`config.mk`:
```
export PLATFORM = sky130hd
export DESIGN_NAME = fir_mac_scheduler
export DESIGN_NICKNAME = d
export VERILOG_FILES = /design/src/rtl/fir_mac_scheduler.sv
export SDC_FILE = /design/constraint.sdc
export NUM_CORES = 1
export LEC_CHECK = 0
export BUFFER_PORTS_ARGS = -buffer_cell sky130_fd_sc_hd__buf_2
export CAP_MARGIN = 20
export CORE_UTILIZATION = 35
export DETAILED_ROUTE_END_ITERATION = 6
export PLACE_DENSITY = 0.61
export SLEW_MARGIN = 30
export SYNTH_ARGS = -nofsm -noshare
export SYNTH_HDL_FRONTEND = slang
export SYNTH_SLANG_ARGS = --single-unit
```
`constraint.sdc`:
```
create_clock -name i_clk -period 2.28 [get_ports i_clk]
set_input_delay 0.456 -clock i_clk [delete_from_list [all_inputs] [get_ports i_clk]]
set_output_delay 0.456 -clock i_clk [all_outputs]
set_load 0.02 [all_outputs]
```
`src/rtl/fir_mac_scheduler.sv`:
```
// Sequencer for a time-multiplexed FIR sharing one external MAC across all taps.
// Optional sample bypass path is compiled in with `define FIR_BYPASS_EN.
//
// state  | meaning
// IDLE   | waiting for an input sample, o_din_ready follows i_en
// LOAD   | write the latched sample into the circular sample RAM
// MAC    | issue one tap per enabled cycle, k = 0..FIR_LENGTH-1
// DRAIN  | let the MAC pipeline settle, then capture the result
// OUT    | hold the result until the downstream takes it
module fir_mac_scheduler #(
  parameter int DATA_WIDTH  = 24,
  parameter int FIR_LENGTH  = 128,
  parameter int MAC_LATENCY = 3,
  localparam int ADDR_W     = (FIR_LENGTH > 1) ? $clog2(FIR_LENGTH) : 1
) (
  input  logic                  i_clk,
  input  logic                  i_rst_n,
  input  logic                  i_en,
`ifdef FIR_BYPASS_EN
  input  logic                  i_bypass,
`endif
  input  logic                  i_din_valid,
  output logic                  o_din_ready,
  input  logic [DATA_WIDTH-1:0] iv_din,
  output logic                  o_smp_we,
  output logic [ADDR_W-1:0]     ov_smp_waddr,
  output logic [DATA_WIDTH-1:0] ov_smp_wdata,
  output logic [ADDR_W-1:0]     ov_smp_raddr,
  output logic [ADDR_W-1:0]     ov_coef_raddr,
  output logic                  o_mac_en,
  output logic                  o_mac_clr,
  input  logic [DATA_WIDTH-1:0] iv_mac_acc,
  output logic                  o_dout_valid,
  input  logic                  i_dout_ready,
  output logic [DATA_WIDTH-1:0] ov_dout,
  output logic                  o_busy
);

  localparam int DCNT_W = $clog2(MAC_LATENCY + 1);
  localparam logic [ADDR_W-1:0] LAST_TAP   = ADDR_W'(FIR_LENGTH - 1);
  localparam logic [DCNT_W-1:0] DRAIN_LAST = DCNT_W'(MAC_LATENCY);

  typedef enum logic [2:0] {S_IDLE, S_LOAD, S_MAC, S_DRAIN, S_OUT} state_t;

  state_t                  state_q;
  logic [ADDR_W-1:0]       wr_ptr_q;
  logic [ADDR_W-1:0]       tap_q;
  logic [DCNT_W-1:0]       dcnt_q;
  logic [DATA_WIDTH-1:0]   sample_q;
  logic                    din_ready_q;
  logic                    smp_we_q;
  logic [ADDR_W-1:0]       smp_waddr_q;
  logic [DATA_WIDTH-1:0]   smp_wdata_q;
  logic [ADDR_W-1:0]       smp_raddr_q;
  logic [ADDR_W-1:0]       coef_raddr_q;
  logic                    mac_en_q;
  logic                    mac_clr_q;
  logic                    dout_valid_q;
  logic [DATA_WIDTH-1:0]   dout_q;
  logic                    busy_q;
  logic                    bypass_q;

  logic [ADDR_W-1:0]       wr_ptr_d;
  logic [ADDR_W-1:0]       smp_raddr_d;
  logic [DATA_WIDTH-1:0]   capture_d;

  // Explicit wrap keeps the history ring correct for non power-of-two lengths.
  always_comb begin
    wr_ptr_d    = (wr_ptr_q == LAST_TAP) ? '0 : wr_ptr_q + ADDR_W'(1);
    smp_raddr_d = (smp_raddr_q == '0) ? LAST_TAP : smp_raddr_q - ADDR_W'(1);
    capture_d   = bypass_q ? sample_q : iv_mac_acc;
  end

  always_ff @(posedge i_clk or negedge i_rst_n) begin
    if (!i_rst_n) begin
      state_q      <= S_IDLE;
      wr_ptr_q     <= '0;
      tap_q        <= '0;
      dcnt_q       <= '0;
      sample_q     <= '0;
      din_ready_q  <= 1'b0;
      smp_we_q     <= 1'b0;
      smp_waddr_q  <= '0;
      smp_wdata_q  <= '0;
      smp_raddr_q  <= '0;
      coef_raddr_q <= '0;
      mac_en_q     <= 1'b0;
      mac_clr_q    <= 1'b0;
      dout_valid_q <= 1'b0;
      dout_q       <= '0;
      busy_q       <= 1'b0;
      bypass_q     <= 1'b0;
    end else begin
      case (state_q)
        S_IDLE: begin
          din_ready_q <= i_en;
          if (i_din_valid && din_ready_q) begin
            sample_q    <= iv_din;
            din_ready_q <= 1'b0;
            busy_q      <= 1'b1;
            state_q     <= S_LOAD;
`ifdef FIR_BYPASS_EN
            bypass_q    <= i_bypass;
`else
            bypass_q    <= 1'b0;
`endif
          end
        end
        S_LOAD: begin
          if (i_en) begin
            smp_we_q    <= 1'b1;
            smp_waddr_q <= wr_ptr_q;
            smp_wdata_q <= sample_q;
            tap_q       <= '0;
            state_q     <= S_MAC;
            // Bypass jumps straight to the capture step of DRAIN.
            if (bypass_q) begin
              wr_ptr_q <= wr_ptr_d;
              dcnt_q   <= DRAIN_LAST;
              state_q  <= S_DRAIN;
            end
          end else begin
            smp_we_q <= 1'b0;
          end
        end
        S_MAC: begin
          smp_we_q <= 1'b0;
          if (i_en) begin
            mac_en_q     <= 1'b1;
            mac_clr_q    <= (tap_q == '0);
            coef_raddr_q <= tap_q;
            smp_raddr_q  <= (tap_q == '0) ? wr_ptr_q : smp_raddr_d;
            if (tap_q == LAST_TAP) begin
              wr_ptr_q <= wr_ptr_d;
              dcnt_q   <= '0;
              state_q  <= S_DRAIN;
            end else begin
              tap_q <= tap_q + ADDR_W'(1);
            end
          end else begin
            mac_en_q  <= 1'b0;
            mac_clr_q <= 1'b0;
          end
        end
        S_DRAIN: begin
          smp_we_q  <= 1'b0;
          mac_en_q  <= 1'b0;
          mac_clr_q <= 1'b0;
          if (i_en) begin
            if (dcnt_q == DRAIN_LAST) begin
              dout_q       <= capture_d;
              dout_valid_q <= 1'b1;
              state_q      <= S_OUT;
            end else begin
              dcnt_q <= dcnt_q + DCNT_W'(1);
            end
          end
        end
        S_OUT: begin
          if (i_dout_ready) begin
            dout_valid_q <= 1'b0;
            din_ready_q  <= i_en;
            busy_q       <= 1'b0;
            state_q      <= S_IDLE;
          end
        end
        default: state_q <= S_IDLE;
      endcase
    end
  end

  assign o_din_ready   = din_ready_q;
  assign o_smp_we      = smp_we_q;
  assign ov_smp_waddr  = smp_waddr_q;
  assign ov_smp_wdata  = smp_wdata_q;
  assign ov_smp_raddr  = smp_raddr_q;
  assign ov_coef_raddr = coef_raddr_q;
  assign o_mac_en      = mac_en_q;
  assign o_mac_clr     = mac_clr_q;
  assign o_dout_valid  = dout_valid_q;
  assign ov_dout       = dout_q;
  assign o_busy        = busy_q;

endmodule
```
==> results of run 1 <==
## critical path, stage by stage (launching register included)
cell and delay (ps):
dfrtp_1 610, and3b_2 270, and3_1 180, buf_4 290, mux2_2 380
## kinds of logic (layout without fill, tap and decap cells)
family	after synthesis	count (layout)	share of synthesized area, %
simple gates	190	190	17.6
flops	118	118	58.5
mux	54	54	11.9
compound gates	51	51	6.74
buf+inv	27	175	3.22
fa+ha+maj	6	6	1.49
xor+xnor	3	3	0.521
## through the flow
step	total power [mW]	hold WS (ps)	worst slack, ps	utilization (%)
2_1_floorplan	5.61	160	654	-
3_3_place_gp	6.54	400	491	42.1
3_5_place_dp	6.66	395	444	42.1
4_1_cts	8.99	245	434	45.8
5_1_grt	9.46	241	290	45.8
6_report	8.86	266	421	45.8
## repair_timing
action                     CTS  global route
gates resized for setup      0             0
hold endpoints to repair    22             0
hold buffers                 1             0
buffers inserted             0             0
setup endpoints to repair    0             0
## metal layers
| layer | vias up | share of wire, % | track usage (%) |
|---|---|---|---|
| met5 | - | 0 | 0 |
| met4 | 0 | 1.6 | 7.24 |
| met3 | 17 | 6.6 | 5.95 |
| met2 | 100 | 48 | 24.3 |
| met1 | 1827 | 44 | 20.3 |
| li1 | 1801 | - | - |
## report_power, final
| group | leakage (nW) | switching [mW] | internal (mW) |
|---|---|---|---|
| clock | 0.252 | 0.844 | 1.43 |
| sequential | 1.51 | 0.590 | 2.93 |
| combinational | 1.53 | 1.78 | 1.29 |
| total | 3.30 | 3.21 | 5.65 |
## how the worst min path moves through the flow
stage | to | slack (ps) | from | cells past startpoint
finish | ov_dout[10] | 270 | iv_mac_acc[10] | 2
global route | sample_q[22] | 240 | iv_din[22] | 2
CTS | sample_q[22] | 240 | iv_din[22] | 2
detailed placement | ov_coef_raddr[4] | 400 | i_rst_n | 1
global placement | ov_coef_raddr[4] | 400 | i_rst_n | 1
floorplan | dcnt_q[0] | 160 | i_rst_n | 0
## flip-flops by register name (all words and copies together), names as in the netlist, 2 cells and up
signal,cells
sample_q,24
dcnt_q,2
wr_ptr_q,7
ov_smp_raddr,7
ov_smp_waddr,7
ov_coef_raddr,7
state_q,3
ov_smp_wdata,24
ov_dout,24
tap_q,7
## placed cells by master, fill, tap and decap left out, drive strengths merged, types with 4 or more instances in the layout
cell,n
nand2,138
dfrtp,118
mux2,49
clkinv,5
o21ai,16
ha,6
nor3,6
clkbuf,26
buf,136
nor2,13
a21oi,10
mux2i,5
nand3,6
inv,7
or3,4
## final cells by class
type | count | area [sq um] | share of cell area [%]
multi-input cells | 304 | 1930 | 30.2
inverters | 7 | 26.3 | 0.410
well taps | 180 | 225 | 3.52
flip-flops and latches | 118 | 2950 | 46.1
clock inverters | 5 | 25.0 | 0.391
repair buffers | 137 | 766 | 12.0
clock buffers | 26 | 479 | 7.48
==> summary.md, run 1 <==
The global route total overflow was 0. The worst register-to-register path ends at ov_dout[0]. The hold violation total from the final report is 0.

For the starting DRC count in detailed routing, the log shows 153. The run gives 0.00641 sq mm as the post-layout instance area. The register bit count reported by yosys was 118; the clock slew at the register clock pins of the worst setup and hold paths was 50 ps. No sink is reached through more buffers than the 2 on the longest clock path. Net count of the finished layout: 644. In this run the vertical extent of the chip is 122 um. Counting the buffers created by CTS gives 17.

Of all nets on the critical path, the largest fanout is 22. Of the cells placed in the final design, the portion with a size suffix greater than 1 is 35.7%. The placed instances occupy a cell area of 0.00589 sq mm.

The number of max-slew violations in the final report is 0, and the clock latency reported for the late side of the worst-skew pair is 410 ps. The start-to-end type of the worst setup path was flip-flop to flip-flop. The yosys synthesis warning count is 0.

The time the final worst path needs with I/O delays and setup is 1860 ps. Path type of the worst min-delay path: primary input to flip-flop. The mean number of vias per cell works out to 4.82. The share of synthesized registers carrying an async set or reset works out to 100%. The cell area power density is 1380 mW/mm^2. The first detailed-routing pass ran for 5 iterations. For the count of placed standard cells in the final layout, fillers left out, the log shows 777.

The startpoint kind of the worst setup timing path is a flip-flop. The depth of the worst register-to-register path is 4, and the count of antenna diodes in the layout is 0. Of the synthesized area, sequential elements account for 58.5%. Among all cell types in the netlist, the one instantiated most often is nand2_1. The filler cells instantiated in the layout total 1332. The flow ran to the end, and the final reports show no timing, DRC or antenna violations.

For the worst setup path, the data required time is 2570 ps. The cell count after synthesis came out at 449. On the final layout, the worst clock skew is 7.75 ps.

The core box area was 0.0140 sq mm; the aggregate negative setup slack was 0 ps. The number of global-route vias before repair is 3694, and the estimated wirelength of the detail-placed design is 7.78 mm. For the routability-driven placement congestion ratio, the log shows 0.836. The number of port buffers is 127, and the routed wire length is 11.1 mm. Global routing consumed, over all layers together, 16.0% of the routing resources.

The die covers 0.0149 sq mm. The netlist uses 49 different library cells. The number of routed nets with antenna violations was 0.

The clock root buffer is clkbuf_16. For the netlist area before placement, the log shows 0.00505 sq mm. The largest area contributor in the synthesized netlist was dfrtp_1.

The first global-routing pass estimated 18.1 mm of wire. The number of antenna violations at the first check in global routing came out at 0. Entering global routing, the biggest net connects 44 pins. The die width works out to 122 um. Setup repair after global routing left no endpoint under its margin. When the netlist entered floorplanning its net count stood at 508. Relative to the synthesized area, the layout overhead comes to 26.9%.

The tools report the max-capacitance violation count as 0. The number of enable flip-flop cells after synthesis is 0. Once placement completed, the tool counted placed cells totaling 745. IR analysis of the VDD net gives a maximum drop of 0.000671 V. The post-detailed-route wirelength per cell was 14.3 um. The initial cell density of the core came out at 36.1%. The tools report the worst reg-to-reg setup slack as 420 ps.

The fraction of post-synthesis cell area in the top cell type by area came out at 58.5%. The slew at the pin with the worst max-slew slack is 454 ps, and the count of boundary I/O pins is 128. Setup violations remaining at the end of the flow were counted as 0. For the timing-limited maximum frequency, the log shows 538 MHz. The floorplan has 43 rows. TritonCTS built the clock tree. After synthesis, the cell types taking the most area are dfrtp_1, nand2_1, mux2_2, mux2_1, buf_6. The critical path starts at state_q[1]. Number of sinks driven by the clock tree: 118. The routed layout has 3745 vias. For the worst setup path, the data arrival time is 2150 ps.

By count the netlist is led by nand2_1, dfrtp_1, mux2_2. In the routed design, unresolved DRC markers number 0. The post-synthesis average cell area came out at 11.2 sq um. The headroom to the max-slew limit was 69.7%.

The tools report the worst reg2reg path startpoint as state_q[1]. STA classifies the critical path endpoint as a flip-flop. The depth of the CTS H-tree is 4. In this run the static leakage power is 3.30 nW. Among all flip-flop cells after synthesis, the most frequent one is dfrtp_1. The worst path uses 81.5% of the clock period. The last element of the critical path is ov_dout[0].
Note: power is estimated with default switching activity, not from simulation.
==> run 2, diff against run 1 <==
- ABC_AREA: not set -> 1
- PLACE_DENSITY: 0.61 -> 0.6
- clock period: 2.28 -> 1.9 ns (I/O delays scaled with it)
==> summary.md, run 2 <==
The run finished with clean final reports. The net count after synthesis came out at 685. By count the netlist is led by nand2_1, dfrtp_1, inv_1.

The logs give 3.80 nW for the leakage power figure and 36.9% for the sequential fraction of design power. The first global-routing pass estimated 19.4 mm of wire. STA classifies the critical path endpoint as a flip-flop. The parity-gate share of the synthesized area counting xor and xnor cells came out at 1.18%.

The post-route netlist has 23.6% of its cells at a drive strength greater than 1. The clock passes through at most 2 buffers. Yosys synthesis warning count: 0.

The sequential share of the synthesized area is 56.9%, and the hold violation total from the final report is 0. The tool flagged a number of max-cap violations equal to 0. Summing the areas of all fa, ha and maj instances in the mapped netlist gives 1.45% of the synthesized area. In this run the register-to-register setup slack is 250 ps. Yosys attributes the largest share of cell area to dfrtp_1, nand2_1, nand3_1, o21ai_0, inv_1. The height of the chip works out to 124 um.

The first detailed-routing pass ran for 4 iterations. Entering global routing, the biggest net connects 52 pins. Setup repair after global routing left no endpoint under its margin. In the layout the commonest cells are nand2_1, buf_2, dfrtp_1. The path type of the worst min-delay path is primary input to flip-flop. The compound-cell area share of the yosys netlist was 5.93%. The number of routed nets with antenna violations was 0.

Leaving out fill and tap cells, the most frequent cell in the layout is nand2_1. The number of port buffers was 127. Top flip-flop cell by instance count after synthesis: dfrtp_1.

The instance area at placement is 0.00605 sq mm, and the number of global-route vias before repair is 3887. After layout, the minimum clock period comes to 1650 ps. Setup violations remaining at the end of the flow were counted as 0. Combinational cells account for 28.3% of the total power. The net switching fraction of the power is 34.4%, and the number of max-slew violations in the final report is 0. The switching power summed over all nets was 3.42 mW.

Of the post-synthesis cell area, the dominant cell type holds 56.9%. Timing would allow up to 607 MHz. The tools report the remaining design rule violation count as 0.

The core region is 0.0145 sq mm. The finished cells cover 0.00672 sq mm. The number of sinks driven by the clock tree is 118, and the initial cell density of the core is 35.8%. The finished layout holds 955 standard cells, fillers aside. The tools report the number of antenna violations at the first check in global routing as 0. The number of different library cells used by synthesis comes to 21. The post-detailed-route wirelength per cell is 12.6 um.

The post-synthesis average cell area is 8.28 sq um, and the routability-driven placement congestion ratio is 0.812. For the global route total overflow, the log shows 0. The clock slew at the register clock pins of the worst setup and hold paths is 50 ps, and the highest fanout seen on the critical path is 9. For the combined global-route utilization of all metal layers, the log shows 16.5%.

The worst setup path is of the flip-flop to flip-flop kind. For the final database, setup skew stands at 9.17 ps. Of all flip-flops after synthesis, the portion carrying an async set or reset was 100%. The tools report the clock root buffer as clkbuf_16.

Summed over all instances, the cell type with the most area after synthesis is dfrtp_1. After synthesis, the largest family of logic cells by area is simple AND/OR/NAND/NOR gates. STA puts the critical path data arrival time at 1930 ps. For this block, the routed nets add up to 12.0 mm of wire. For the pin with the worst max-slew slack, the measured transition is 532 ps. Clock tree synthesis inserted a total of 17 buffers.

In this run, synthesis produced a sequential element count of 118. After synthesis, the share of cell area in mux cells is 0%. Estimated wirelength of the detail-placed design: 8.12 mm. The post-layout total power is 9.92 mW, and the net count of the finished layout is 817. 0 antenna diodes ended up in the layout. The cell area power density was 1480 mW/mm^2. The internal portion of the total power is 6.51 mW. The die width works out to 124 um.

Compared with the post-synthesis result, the final layout area differs by 29.5%. The logs give 34.8% for the power share of the clock group and 44 for the floorplan row count. The mean number of vias per cell was 4.55.

The worst pin sits at a relative slew slack of 64.4%. After Yosys synthesis, and, or, nand and nor cells account for 27.6% of the synthesized area. Count of boundary I/O pins: 128. The H-tree was split into 4 levels.

Counting tap cells, the placed design contains a total of 922 instances. Among all cell types in the netlist, the one instantiated most often is nand2_1. The die covers 0.0153 sq mm. TritonCTS built the clock tree.

The number of enable flip-flop cells after synthesis came out at 0. Final period utilization: 86.7%. Hold timing on the final database bottoms out at a slack of 201 ps. The run gives 176 as the starting DRC count in detailed routing. For the required time at the endpoint of the critical path, the log shows 2190 ps. Synthesis produced a netlist whose cell count is 626. The worst setup path is launched from a flip-flop.

In the final timing run, aggregate negative setup slack is 0 ps. The final route contains 4346 vias. For the worst-skew pair, the clock arrives at the later sink with an insertion delay of 400 ps.

The mapped netlist covers 0.00519 sq mm. The worst-case IR drop observed on VDD is 0.000695 V.
run 2: cell types whose count changed in the layout (fill, tap and decap cells not counted), sizes merged, moves of 19 or more:
cell / change
nand2: +117
inv: +56
mux2: -49
nand3: +47
o21ai: +36
nor2: +19
run 2: worst paths after layout:
kind | start | depth (start not counted) | endpoint
max | state_q[2] | 8 | tap_q[2]
min | iv_mac_acc[22] | 3 | ov_dout[22]
max reg2reg | state_q[2] | 8 | tap_q[2]
min reg2reg | ov_dout[12] | 2 | ov_dout[12]
max in group asynchronous | i_rst_n | 3 | ov_smp_raddr[3]
min in group asynchronous | i_rst_n | 2 | ov_smp_wdata[12]
run 2: logic make-up (layout without fill, tap and decap cells):
group,Yosys count,count (layout)
flops,118,118
buf+inv,87,232
compound gates,60,60
fa+ha+maj,6,6
xor+xnor,7,7
simple gates,348,348
run 2: worst max-delay path, cell delays in order, from the launching register on:
cell,delay [ps]
dfrtp_1,460
nor2_2,210
nand2_2,170
inv_2,130
nand2_2,130
nand2_1,150
nand2_2,140
nand2_1,80
o21ai_0,70
run 2: what timing repair did:
item                                    4_1_cts  5_1_grt
gates resized for setup                       0        2
setup buffers                                 0        0
hold endpoints to repair                     24        0
endpoints found under the setup margin        0        6
hold buffers                                  1        0
run 2: metrics by stage:
step | utilization [%] | setup slack, ps
finish | 46.4 | 252
global route | 46.4 | 63.3
CTS | 46.3 | 152
detailed placement | 41.8 | 201
global placement | 41.8 | 209
floorplan | - | 420
run 2: final cells by class:
class,instances,area (sq um)
Fill cell,1464,7760
Sequential cell,118,2950
Multi-Input combinational cell,421,1890
Timing Repair Buffer,137,766
Clock buffer,24,502
Inverter,63,236
Tap cell,184,230
Clock inverter,8,143
run 2: power groups by stage:
stage	combinational, mW	sequential (mW)	clock (mW)
after floorplan	1.44	4.12	0
after global placement	2.80	3.68	0
after detailed placement	2.84	3.69	0
after CTS	2.85	3.67	3.51
after global routing	3.20	3.75	3.65
final	2.81	3.66	3.45
run 2: metal layers:
| layer | wire length [um] | track usage [%] | vias up |
|---|---|---|---|
| met5 | 0 | 0 | - |
| met4 | 143 | 5.65 | 0 |
| met3 | 772 | 7.37 | 13 |
| met2 | 5380 | 23.5 | 96 |
| met1 | 5710 | 22.2 | 2015 |
| li1 | - | - | 2222 |
==> run 3, diff against run 2 <==
- CTS_BUF_LIST: not set -> sky130_fd_sc_hd__clkbuf_8
==> summary.md, run 3 (synthesized netlist as in run 2, its figures left out) <==
The flow ran to the end, and the final reports show no timing, DRC or antenna violations. Buffers added to address setup during post-CTS repair amount to 0. After detailed placement, the total cell area comes to 0.00605 sq mm. Timing would allow up to 611 MHz. The HPWL after detailed placement is 8.12 mm. The routed wire length is 11.9 mm.

The maximum root-to-sink buffer count came out at 2. Setup violations remaining at the end of the flow were counted as 0. In this run switching power makes up 36.6% of total power. After routing the design area is 0.00653 sq mm. The area growth from synthesis to layout is 25.8%. The arrival time reported for the critical path endpoint is 1960 ps. For the worst-skew pair, the clock arrives at the later sink with an insertion delay of 440 ps. For this run, the slowest stage of the critical path takes 460 ps. The floorplan row count was 44.

For this design the top-level I/O count stands at 128. The slew at the pin with the worst max-slew slack came out at 528 ps. Including well taps, the total number of placed cells is 922. Port buffering added 127 buffers. The first global-routing pass estimated 19.3 mm of wire.

By instance count, the cell type seen most on the critical path is nand2_2. For the power share of the clock group, the log shows 28.5%. Global routing used 16.4% of the available tracks across all layers. The net count of the finished layout is 817. The vias after detailed routing came out at 4288. The worst setup path is launched from a flip-flop.

The H-tree was split into 4 levels. The die area came out at 0.0153 sq mm. The run gives 0 as the hold violation total from the final report.

The commonest non-fill, non-tap cell in the layout was nand2_1. The critical path is of the flip-flop to flip-flop type. The maximum number of pins on one net before global-route repair came out at 52. The cell sitting at the root of the clock tree is a clkbuf_8. The worst path needs 1640 ps of the cycle, external delays included. Summed over all layers, the global routing overflow is 0. Sequential cells burn 40.4% of the power. In this run, CTS created clock tree buffers numbering 17.

The mean number of vias per cell came out at 4.49. Setup repair after global routing left no endpoint under its margin. Across the run, the number of max-cap violations was 0.

For the number of antenna violations at the first check in global routing, the log shows 0. In this run the tightest slew margin relative to its limit is 64.7%. The signal on the critical path passes through nor2_2, nand2_2, inv_2, nand2_2, nand2_1, nand2_2, nand2_1, o21ai_0. For this design the total switching power over the nets is 3.31 mW. Cell internal power was estimated by the tool at 5.73 mW. TritonCTS built the clock tree. For this run, design rule violations remaining after detail routing come to 0. Clock-pin slew was measured on the worst setup and hold paths at 70 ps.

The tools report the worst hold slack as 174 ps. The tools report the routability-driven placement congestion ratio as 0.812. Dividing total power by cell area gives a power density of 1380 mW/mm^2. For the number of max-slew violations in the final report, the log shows 0. From bottom edge to top edge, the die measures 124 um.

The path type of the worst min-delay path is primary input to flip-flop. Of the total power, combinational logic draws 31.1%. Summed over all cells, the static leakage comes to 3.72 nW. CTS saw 118 sinks. The initial cell density of the core is 35.8%, and the worst clock skew is 7.91 ps. For this block, the initial DRC count from the detailed router was 157. For this run, the detailed router's first-pass iteration total came to 4.

The critical path's slowest cell was dfrtp_1. The number of global-route vias before repair is 3864, and the required time at the endpoint of the critical path is 2220 ps. The die width is 124 um. STA classifies the critical path endpoint as a flip-flop.

The post-detailed-route wirelength per cell was 12.5 um; the highest fanout seen on the critical path was 9. The completed layout was analyzed and its total power is 9.04 mW. Grouping stages by cell kind, the critical path spends the most delay in simple AND/OR/NAND/NOR gates. In the finished design, the share of the clock period the worst path needs comes to 86.2%. Count of antenna diodes in the layout: 0. VDD sags by at most 0.000777 V. After floorplanning, the core was sized to cover 0.0145 sq mm. The critical path buffer and inverter count is 1, and the aggregate negative setup slack is 0 ps. Counting the fill cells in the layout gives 1487.

Once layout is complete, the cells apart from fillers number 955. Of the cells placed in the final design, the portion with a size suffix greater than 1 is 23.6%. In the layout the commonest cells are nand2_1, buf_2, dfrtp_1. The number of routed nets with antenna violations came out at 0.
-- run 3: changes by cell type in the layout (fill, tap and decap cells not counted), sizes merged --
cell / before / now
inv: 63 / 65
clkbuf: 24 / 22
-- run 3: tightest hold or removal path: cells and delay by family --
| kind | cells | cell delay [ps] |
|---|---|---|
| buf+inv | 1 | 70 |
| simple gates | 2 | 120 |
-- run 3: what timing repair did --
action	in CTS	in global routing
setup endpoints to repair	0	6
gates resized for setup	0	2
hold endpoints to repair	24	0
hold buffers	1	0
-- run 3: power by group through the flow --
stage / Clock (mW) / Sequential, mW / Combinational [mW]
2_1_floorplan: 0 / 4.12 / 1.44
4_1_cts: 2.64 / 3.66 / 2.85
3_3_place_gp: 0 / 3.68 / 2.80
3_5_place_dp: 0 / 3.69 / 2.84
6_report: 2.57 / 3.65 / 2.81
5_1_grt: 2.75 / 3.75 / 3.20
-- run 3: final cells by class --
class                   count  area (sq um)  share of cell area (%)
clock buffers              22           303                    4.64
clock inverters            10           150                    2.30
inverters                  63           236                    3.62
multi-input cells         421          1890                    28.9
flip-flops and latches    118          2950                    45.2
well taps                 184           230                    3.53
repair buffers            137           766                    11.7
-- run 3: routing by layer --
metal / part of all wire (%) / track usage, %
met1: 48 / 22.3
met2: 44 / 23.1
met4: 1.7 / 7.00
met5: 0 / 0
met3: 6.4 / 6.36
-- run 3: per-stage QoR --
stage | setup WS, ps | util [%]
after floorplan | 420 | -
after global placement | 209 | 41.8
after detailed placement | 201 | 41.8
after CTS | 168 | 45.0
after global routing | 61.7 | 45.1
final | 263 | 45.1
-- run 3: final timing paths --
check	start	endpoint	slack, ps	cells after the start
setup / recovery	state_q[2]	tap_q[2]	260	8
hold / removal	iv_mac_acc[22]	ov_dout[22]	170	3
setup reg to reg	state_q[2]	tap_q[2]	260	8
hold reg to reg	ov_dout[2]	ov_dout[2]	470	2
max in group asynchronous	i_rst_n	ov_smp_raddr[1]	910	3
min in group asynchronous	i_rst_n	ov_smp_wdata[12]	400	2
